File: config.mk
export PLATFORM = sky130hd
export DESIGN_NAME = ps2_host_tx
export DESIGN_NICKNAME = d
export VERILOG_FILES = /design/src/rtl/ps2_pkg.sv /design/src/rtl/ps2_line_sync.sv /design/src/rtl/ps2_host_tx.sv
export SDC_FILE = /design/constraint.sdc
export NUM_CORES = 1
export LEC_CHECK = 0
export ABC_AREA = 1
export BUFFER_PORTS_ARGS = -buffer_cell sky130_fd_sc_hd__buf_2
export CORE_UTILIZATION = 40
export CTS_CLUSTER_DIAMETER = 120
export DETAILED_ROUTE_END_ITERATION = 8
export GPL_TIMING_DRIVEN = 0
export HOLD_SLACK_MARGIN = 0.03
export PLACE_DENSITY = 0.61
export SLEW_MARGIN = 20
export SYNTH_ARGS = -nofsm -noshare
export SYNTH_HDL_FRONTEND = slang
export SYNTH_SLANG_ARGS = --single-unit
File: constraint.sdc
create_clock -name clk -period 2.1 [get_ports clk]
set_input_delay 0.42 -clock clk [delete_from_list [all_inputs] [get_ports clk]]
set_output_delay 0.42 -clock clk [all_outputs]
set_load 0.005 [all_outputs]
File: src/rtl/ps2_pkg.sv
// Shared types and helpers for the PS/2 host link (transmit side and receiver).
package ps2_pkg;

    typedef enum logic [2:0] {
        IDLE,
        INHIBIT,
        RTS,
        SEND,
        ACK,
        WAIT_IDLE,
        DONE,
        ERR
    } state_t;

    localparam logic [1:0] ERR_NONE  = 2'b00;
    localparam logic [1:0] ERR_START = 2'b01;
    localparam logic [1:0] ERR_PKT   = 2'b10;
    localparam logic [1:0] ERR_NACK  = 2'b11;

    localparam int unsigned BIT_IDX_W  = 4;
    localparam int unsigned FRAME_BITS = 10;  // data[7:0], parity, stop

    function automatic logic odd_parity(input logic [7:0] data);
        return ~(^data);
    endfunction

endpackage

File: src/rtl/ps2_line_sync.sv
// Two-flop synchronizers for the PS/2 pins plus a registered falling-edge strobe on clk.
module ps2_line_sync (
    input  logic clk,
    input  logic reset,
    input  logic ps2_clk_in,
    input  logic ps2_dat_in,
    output logic clk_s,
    output logic dat_s,
    output logic fall
);

    logic [1:0] clk_ff;
    logic [1:0] dat_ff;
    logic       clk_prev;

    // Lines idle high, so the synchronizers reset to 1 to avoid a spurious fall.
    always_ff @(posedge clk) begin
        if (reset) begin
            clk_ff   <= 2'b11;
            dat_ff   <= 2'b11;
            clk_prev <= 1'b1;
            fall     <= 1'b0;
        end else begin
            clk_ff   <= {clk_ff[0], ps2_clk_in};
            dat_ff   <= {dat_ff[0], ps2_dat_in};
            clk_prev <= clk_ff[1];
            fall     <= clk_prev & ~clk_ff[1];
        end
    end

    assign clk_s = clk_ff[1];
    assign dat_s = dat_ff[1];

endmodule

File: src/rtl/ps2_host_tx.sv
// PS/2 host-to-device transmitter: request-to-send, clocked-out frame, ack check, timeouts.
module ps2_host_tx
    import ps2_pkg::*;
#(
    parameter int unsigned INHIBIT_CYCLES = 6000,
    parameter int unsigned START_TIMEOUT  = 750000,
    parameter int unsigned PACKET_TIMEOUT = 100000,
    parameter int unsigned CNT_W          = 20
) (
    input  logic       clk,
    input  logic       reset,
    input  logic [7:0] tx_data,
    input  logic       tx_valid,
    output logic       tx_ready,
    input  logic       ps2_clk_in,
    input  logic       ps2_dat_in,
    output logic       ps2_clk_oe,
    output logic       ps2_dat_oe,
    output logic       busy,
    output logic       tx_done,
    output logic       tx_error,
    output logic [1:0] err_code
);

    localparam logic [CNT_W-1:0]     INH_LAST   = CNT_W'(INHIBIT_CYCLES - 1);
    localparam logic [CNT_W-1:0]     START_LAST = CNT_W'(START_TIMEOUT - 1);
    localparam logic [CNT_W-1:0]     PKT_LAST   = CNT_W'(PACKET_TIMEOUT - 1);
    localparam logic [CNT_W-1:0]     CNT_MAX    = '1;
    localparam logic [BIT_IDX_W-1:0] IDX_LAST   = BIT_IDX_W'(FRAME_BITS - 1);

    state_t                 state, state_n;
    logic [CNT_W-1:0]       cnt, cnt_n, cnt_inc;
    logic [BIT_IDX_W-1:0]   idx, idx_n;
    logic [FRAME_BITS-1:0]  shreg, shreg_n;
    logic [1:0]             fail_n, err_code_n;
    logic                   clk_oe_n, dat_oe_n, done_n, error_n, ready_n;
    logic                   clk_s, dat_s, fall;
    logic                   accept;

    ps2_line_sync u_sync (
        .clk        (clk),
        .reset      (reset),
        .ps2_clk_in (ps2_clk_in),
        .ps2_dat_in (ps2_dat_in),
        .clk_s      (clk_s),
        .dat_s      (dat_s),
        .fall       (fall)
    );

    assign accept  = (state == IDLE) && tx_valid && tx_ready;
    assign cnt_inc = (cnt == CNT_MAX) ? cnt : cnt + CNT_W'(1);

    always_ff @(posedge clk) begin
        if (reset) begin
            state      <= IDLE;
            cnt        <= '0;
            idx        <= '0;
            shreg      <= '0;
            ps2_clk_oe <= 1'b0;
            ps2_dat_oe <= 1'b0;
            tx_ready   <= 1'b1;
            busy       <= 1'b0;
            tx_done    <= 1'b0;
            tx_error   <= 1'b0;
            err_code   <= ERR_NONE;
        end else begin
            state      <= state_n;
            cnt        <= cnt_n;
            idx        <= idx_n;
            shreg      <= shreg_n;
            ps2_clk_oe <= clk_oe_n;
            ps2_dat_oe <= dat_oe_n;
            tx_ready   <= ready_n;
            busy       <= ~ready_n;
            tx_done    <= done_n;
            tx_error   <= error_n;
            err_code   <= err_code_n;
        end
    end

    // Timeout checks come before fall so an expiry in the same cycle wins.
    always_comb begin
        state_n = state;
        cnt_n   = cnt_inc;
        idx_n   = idx;
        shreg_n = shreg;
        fail_n  = ERR_NONE;
        case (state)
            IDLE: begin
                cnt_n = '0;
                if (accept) begin
                    state_n = INHIBIT;
                    shreg_n = {1'b1, odd_parity(tx_data), tx_data};
                end
            end
            INHIBIT: begin
                if (cnt == INH_LAST) begin
                    state_n = RTS;
                    cnt_n   = '0;
                end
            end
            RTS: begin
                if (cnt == START_LAST) begin
                    state_n = ERR;
                    fail_n  = ERR_START;
                end else if (fall) begin
                    state_n = SEND;
                    cnt_n   = '0;
                    idx_n   = '0;
                end
            end
            SEND: begin
                if (cnt == PKT_LAST) begin
                    state_n = ERR;
                    fail_n  = ERR_PKT;
                end else if (fall) begin
                    idx_n = idx + BIT_IDX_W'(1);
                    if (idx == IDX_LAST) state_n = ACK;
                end
            end
            ACK: begin
                if (cnt == PKT_LAST) begin
                    state_n = ERR;
                    fail_n  = ERR_PKT;
                end else if (fall) begin
                    if (dat_s) begin
                        state_n = ERR;
                        fail_n  = ERR_NACK;
                    end else begin
                        state_n = WAIT_IDLE;
                    end
                end
            end
            WAIT_IDLE: begin
                if (cnt == PKT_LAST) begin
                    state_n = ERR;
                    fail_n  = ERR_PKT;
                end else if (clk_s && dat_s) begin
                    state_n = DONE;
                end
            end
            DONE:    state_n = IDLE;
            ERR:     state_n = IDLE;
            default: state_n = IDLE;
        endcase
    end

    // Next values of the registered outputs, derived from the upcoming state.
    always_comb begin
        clk_oe_n   = (state_n == INHIBIT);
        dat_oe_n   = 1'b0;
        done_n     = (state_n == DONE);
        error_n    = (state_n == ERR);
        ready_n    = (state_n == IDLE);
        err_code_n = err_code;
        case (state_n)
            INHIBIT: dat_oe_n = (cnt_n == INH_LAST);
            RTS:     dat_oe_n = 1'b1;
            SEND:    dat_oe_n = (state == SEND && fall) ? ~shreg[idx] : ps2_dat_oe;
            default: dat_oe_n = 1'b0;
        endcase
        if (accept) begin
            err_code_n = ERR_NONE;
        end else if (fail_n != ERR_NONE) begin
            err_code_n = fail_n;
        end
    end

endmodule
* After elaboration in Yosys (flattened, before gate mapping) *
Index checks and enable logic that the tools add are counted.

word-level totals
  register bits after elaboration = 51
  input bits = 13
  output and inout port bits = 8
  logic and storage cells = 93

operators by class
  $add $sub $neg = 2
  magnitude comparators = 1
  equality and inequality tests = 23
  muxes and demuxes = 33
  bitwise gates (word level) = 5
  reductions and logical operators = 14

operators by type and width
  cell                                                                  count
  20-bit two-way mux                                                    4
  20-bit one-hot mux with 3 select lines                                1
  20-bit by 13-bit == test with 1-bit output, second input constant     2
  20-bit == test, second input constant                                 2
  3-bit two-way mux                                                     11
  3-bit one-hot mux with 7 select lines                                 1
  20-bit by 1-bit adder with 20-bit output, second input constant       1
  20-bit by 17-bit == test with 1-bit output, second input constant     1
  3-bit == test, second input constant                                  6
  4-bit two-way mux                                                     4
  3-bit by 2-bit == test with 1-bit output, second input constant       4
  2-bit two-way mux                                                     5
  4-bit one-hot mux with 2 select lines                                 1
  8-bit parity                                                          1
  3-bit by 1-bit == test with 1-bit output, second input constant       2
  3-bit zero test                                                       2
  2-bit != test, second input constant                                  3
  2-bit one-hot mux with 3 select lines                                 1
  2-bit OR reduction                                                    3
  4-bit by 5-bit < comparator with 1-bit output, second input constant  1
  5-bit AND reduction                                                   1
  4-bit by 1-bit adder with 4-bit output, second input constant         1
  1-bit binary-select mux with 4-bit select                             1
  4-bit == test, second input constant                                  1
  8 further kinds                                                       18

* Depth between registers and ports, before layout *
  depth in word-level cells = 7
  mapped depth = 15

* Hierarchy *
A second synthesis with hierarchy kept.

unflattened totals
  cells, all modules = 461
  area total of the unflattened synthesis = 2994.1 sq um

by module, submodules not included
  module         instances  cells each  area each (sq um)
  ps2_host_tx    1          447         2831.5
  ps2_line_sync  1          14          162.7

* Worst setup path after synthesis *
OpenSTA, ideal clock, no wires.

  path type = register to register
  start point = reg cnt[0]
  end point = reg ps2_dat_oe
  setup time = 66 ps
  arrival time = 1772 ps
  slack = 262 ps
  stages on the path, launching flop included = 15
  buffers on the path = 1
  cells stage by stage = dfxtp_1 > ha_1 > nand3_1 > inv_2 > nand2_2 > nor2_4 > nand3_4 > buf_6 > nand3_1 > nand3_1 > nor2_1 > nand2_1 > nor2_1 > nand3_1 > a21oi_2

between the ends
  longest elaborated chain between the ends = 7

RTL lines
  element                                                                     line                text
  start: declaration                                                          ps2_host_tx.sv:32   logic [CNT_W-1:0] cnt, cnt_n, cnt_inc;
  start signal: assignment                                                    ps2_host_tx.sv:68   cnt <= cnt_n;
  20-bit by 1-bit adder with 20-bit output or 20-bit == test (tied branches)  ps2_host_tx.sv:51   assign cnt_inc = (cnt == CNT_MAX) ? cnt : cnt + CNT_W'(1);
  20-bit two-way mux                                                          ps2_host_tx.sv:51
  20-bit two-way mux                                                          ps2_host_tx.sv:106  end else if (fall) begin
  20-bit two-way mux                                                          ps2_host_tx.sv:103  if (cnt == START_LAST) begin
  20-bit one-hot mux with 3 select lines                                      ps2_host_tx.sv:88   case (state)
  20-bit by 13-bit == test with 1-bit output                                  ps2_host_tx.sv:157  INHIBIT: dat_oe_n = (cnt_n == INH_LAST);
  1-bit one-hot mux with 3 select lines                                       ps2_host_tx.sv:156  case (state_n)
  end signal: assignment                                                      ps2_host_tx.sv:72   ps2_dat_oe <= dat_oe_n;
  end: declaration                                                            ps2_host_tx.sv:18   output logic ps2_dat_oe,

Parallel ways exist; a longest one is shown, timed or not.
A chain may end at the register's enable or synchronous reset.

* Final worst setup path *
Ends and elaborated chain as after synthesis.

==> out/results.tsv <==
stage	metric	value	unit
run_status	outcome	complete, no violations	
critical_path	critPathKind	reg2reg	
sta	setup_viol	0	
floorplan	dieArea	7660	um2
power	p_int	1310	uW
power	power_frac_seq	0.558	
power	p_leak	0.00148	uW
sta	max_slew.worst_pin.slew	0.569	ns
sta	report.final.slew_viol_count	0	
yosys	ys.flop_type	dfxtp_1	
critical_path	cp-start-kind	flip-flop	
clock_tree	clkSlewWorstSetupHoldPaths	0.11	ns
clock_tree	clock_path_buffers	2	
flow_run	drv_cap	0	
yosys	synthTopCellsByArea	dfxtp_1, nand2_1, nor2_1, inv_1, nand3_1	
yosys	synthDistinctLibCells	36	
placed_design	io_buffer_count	19	
sta	fmax	480	MHz
floorplan	start_util	0.421	
yosys	syn_area	2920	um2
global_routing	grt_pass1_vias	2545	
yosys	synth_xor_area_frac	0.0300	
power	switching_share	0.275	
detailed_routing	wl_met2	3120	um
critical_path	crit_family	simple AND/OR/NAND/NOR gates	
yosys	yosys_warnings	0	
critical_path	crit_buf_inv	2	
final_layout	drive_gt1_frac	0.193	
worst_hold_path	whs_path_depth	2	
yosys	synth.area.mux_share	0	
worst_hold_path	hold_start	ps2_dat_in	
critical_path	r2r_end	ps2_dat_oe	
critical_path	cpMostUsedCell	nand3_1	
sta	slew_headroom	0.621	
detailed_routing	met3_length	372	um
placed_design	dp_hpwl	5410	um
detailed_routing	wl_per_cell	12.1	um
sta	rsz0062_at_grt	yes	
detailed_routing	drt_iter0_drc	144	
clock_tree	clock-sinks	51	
detailed_routing	drc	0	
critical_path	ff2ff_setup_slack	0.02	ns
clock_tree	clk_latency	0.31	ns
yosys	yosys.area_share.adder	0.0128	
clock_tree	numCtsBuffers	5	
critical_path	worstSetupEndpointType	flip-flop	
clock_tree	htreeDepth	2	
yosys	yosysMostFrequentCell	nand2_1	
yosys	synth_edf_count	0	
detailed_routing	drt-pass1-iter-count	4	
power	power	1810	uW
yosys	synth.avg_cell_area	6.37	um2
detailed_routing	detail_route.vias_per_cell	4.85	
worst_hold_path	min_to	u_sync.dat_ff[0]	
critical_path	rr_worst_depth	14	
clock_tree	cts_tree	yes	
floorplan	die-width	87.5	um
worst_hold_path	hp-class	in2reg	
critical_path	worst_r2r_startpoint	cnt[0]	
final_layout	syn2layout_area_growth	15.3	%
yosys	syn-num-nets	475	
yosys	synth_simple_gate_area_share	0.412	
placed_design	postPlaceCellArea	3140	um2
power	p_clk_frac	0.342	
power	p_switching	500	uW
floorplan	num_io_pins	21	
sta	hold_viol	0	
yosys	synth-seq-area-share	0.349	
critical_path	critPathRequiredTime	2.35	ns
critical_path	cp.arrival	2.34	ns
detailed_routing	highest_layer	met4	
final_layout	antenna_cells	0	
yosys	netlist_instances	459	
sta	timing.final.ws_setup	0.0162	ns
floorplan	rows	30	
final_layout	final_util	0.486	
detailed_routing	vias	2854	
sta	period_needed	2.08	ns
final_layout	fill_cells	731	
critical_path	path_cells	ha_4 -> nand3_4 -> inv_2 -> nand2_2 -> nor2_4 -> nand3_4 -> buf_6 -> nand3_1 -> nand3_1 -> nor2_1 -> nand2_1 -> nor2_2 -> nand3_1 -> a21oi_2	
yosys	ys_async_sr_fraction	0	
detailed_routing	drt_wl_total	7110	um
critical_path	slowest_delay	0.38	ns
clock_tree	cts-root-buf	clkbuf_8	
critical_path	cp_max_fo	10	
final_layout	fin_nets	508	
placed_design	globalplace.congestion	0.872	
power	p_comb_frac	0.101	
detailed_routing	drtAntennaViolNets	0	
yosys	synth.top_cell.area_share	0.349	
power	peakVddDrop	0.260	mV
power	power.density	538	nW/um2
global_routing	grt_pass1_wl	12000	um
yosys	synth_top_family_by_area	simple AND/OR/NAND/NOR gates	
sta	fin_crit_sh	0.992	
yosys	synth_top_cells_by_count	nand2_1, nor2_1, inv_1	
global_routing	grt_overflow_total	0	
global_routing	grt_usage	0.201	
yosys	synth_compound_area_frac	0.0937	
critical_path	crit_slowest_cell	dfxtp_4	
floorplan	die_h	87.5	um
yosys	synth_largest_area_cell	dfxtp_1	
yosys	ys_ff_latch	51	
sta	holdWs	0.275	ns
sta	finClkSkew	0.00634	ns
global_routing	antenna_found_initial	0	
floorplan	fp.coreArea	6940	um2
global_routing	grt_max_degree	19	
detailed_routing	wl_met1	3550	um
placed_design	dp_slack	-0.249	ns
final_layout	post-route-cell-area	3370	um2
flip-flops by register name (all words and copies together), names as in the netlist, 2 cells and up:
name / flops
idx: 4
u_sync.clk_ff: 2
u_sync.dat_ff: 2
state: 3
cnt: 20
shreg: 10
err_code: 2
through the flow:
step	std cells	TNS, ns
floorplan	459	0
global placement	574	-0.236
detailed placement	574	-0.249
CTS	586	0
global route	589	-0.268
finish	589	0
layer usage:
metal	GRT usage	vias up
met2	0.318	72
met3	0.0294	5
met4	0.0402	0
li1	-	1514
met1	0.290	1263
met5	0	-
cells by family after synthesis:
group / Yosys count
compound gates: 50
fa+ha+maj: 3
flops: 51
buf+inv: 74
xor+xnor: 10
simple gates: 271
worst register-to-register path: cells and delay by family, from the launching register on:
kind                       cells  cell delay, ns
DFF                            1            0.38
adders and majority gates      1            0.15
buffers and inverters          2            0.27
AOI/OAI and AO/OA              1            0.12
and+or+nand+nor               10            1.10
cell type report:
cell class	count	area, um2	area share
multi-input combinational	334	1670	0.496
sequential	51	1040	0.308
inverter	66	248	0.0735
timing repair buffer	26	148	0.0438
tap	96	120	0.0356
clock buffer	5	68.8	0.0204
buffer	8	50.0	0.0148
clock inverter	3	26.3	0.00779
power groups by stage:
stage / clock network (uW) / registers (uW) / logic, uW
6_report: 620 / 1010 / 182
5_1_grt: 679 / 1020 / 209
4_1_cts: 633 / 1010 / 182
3_5_place_dp: 0 / 1030 / 178
3_3_place_gp: 0 / 1030 / 175
2_1_floorplan: 0 / 1030 / 122
placed cells by master, fill, tap and decap left out, types with 5 or more instances in the layout:
master    count
buf_2        20
dfxtp_2       8
buf_4         7
nand3_1      40
inv_2         6
o21ai_0      17
nor2_1       69
inv_1        60
xnor2_1       5
clkbuf_1      5
xor2_1        5
dfxtp_1      41
nor2_2       13
nand2_1     110
clkbuf_8      5
nand2_2       5
a21oi_1      20
or2_2         8
timing repair:
item                                    4_1_cts  5_1_grt
pin swaps                                     3        5
hold endpoints to repair                      0        0
hold buffers                                  0        0
cloned                                        0        0
buffers inserted                              4        3
endpoints found under the setup margin        1        9
gates resized for setup                       9       25
how the worst max path moves through the flow:
stage                     cells past startpoint  slack (ns)    from          to
after floorplan                              14        0.26  cnt[0]  ps2_dat_oe
after global placement                       14       -0.24  cnt[0]  ps2_dat_oe
after detailed placement                     14       -0.25  cnt[0]  ps2_dat_oe
after CTS                                    15        0.01  cnt[7]  ps2_dat_oe
after global routing                         14       -0.15  cnt[0]  ps2_dat_oe
final                                        14        0.02  cnt[0]  ps2_dat_oe
Power figures use the tool's default switching activity.
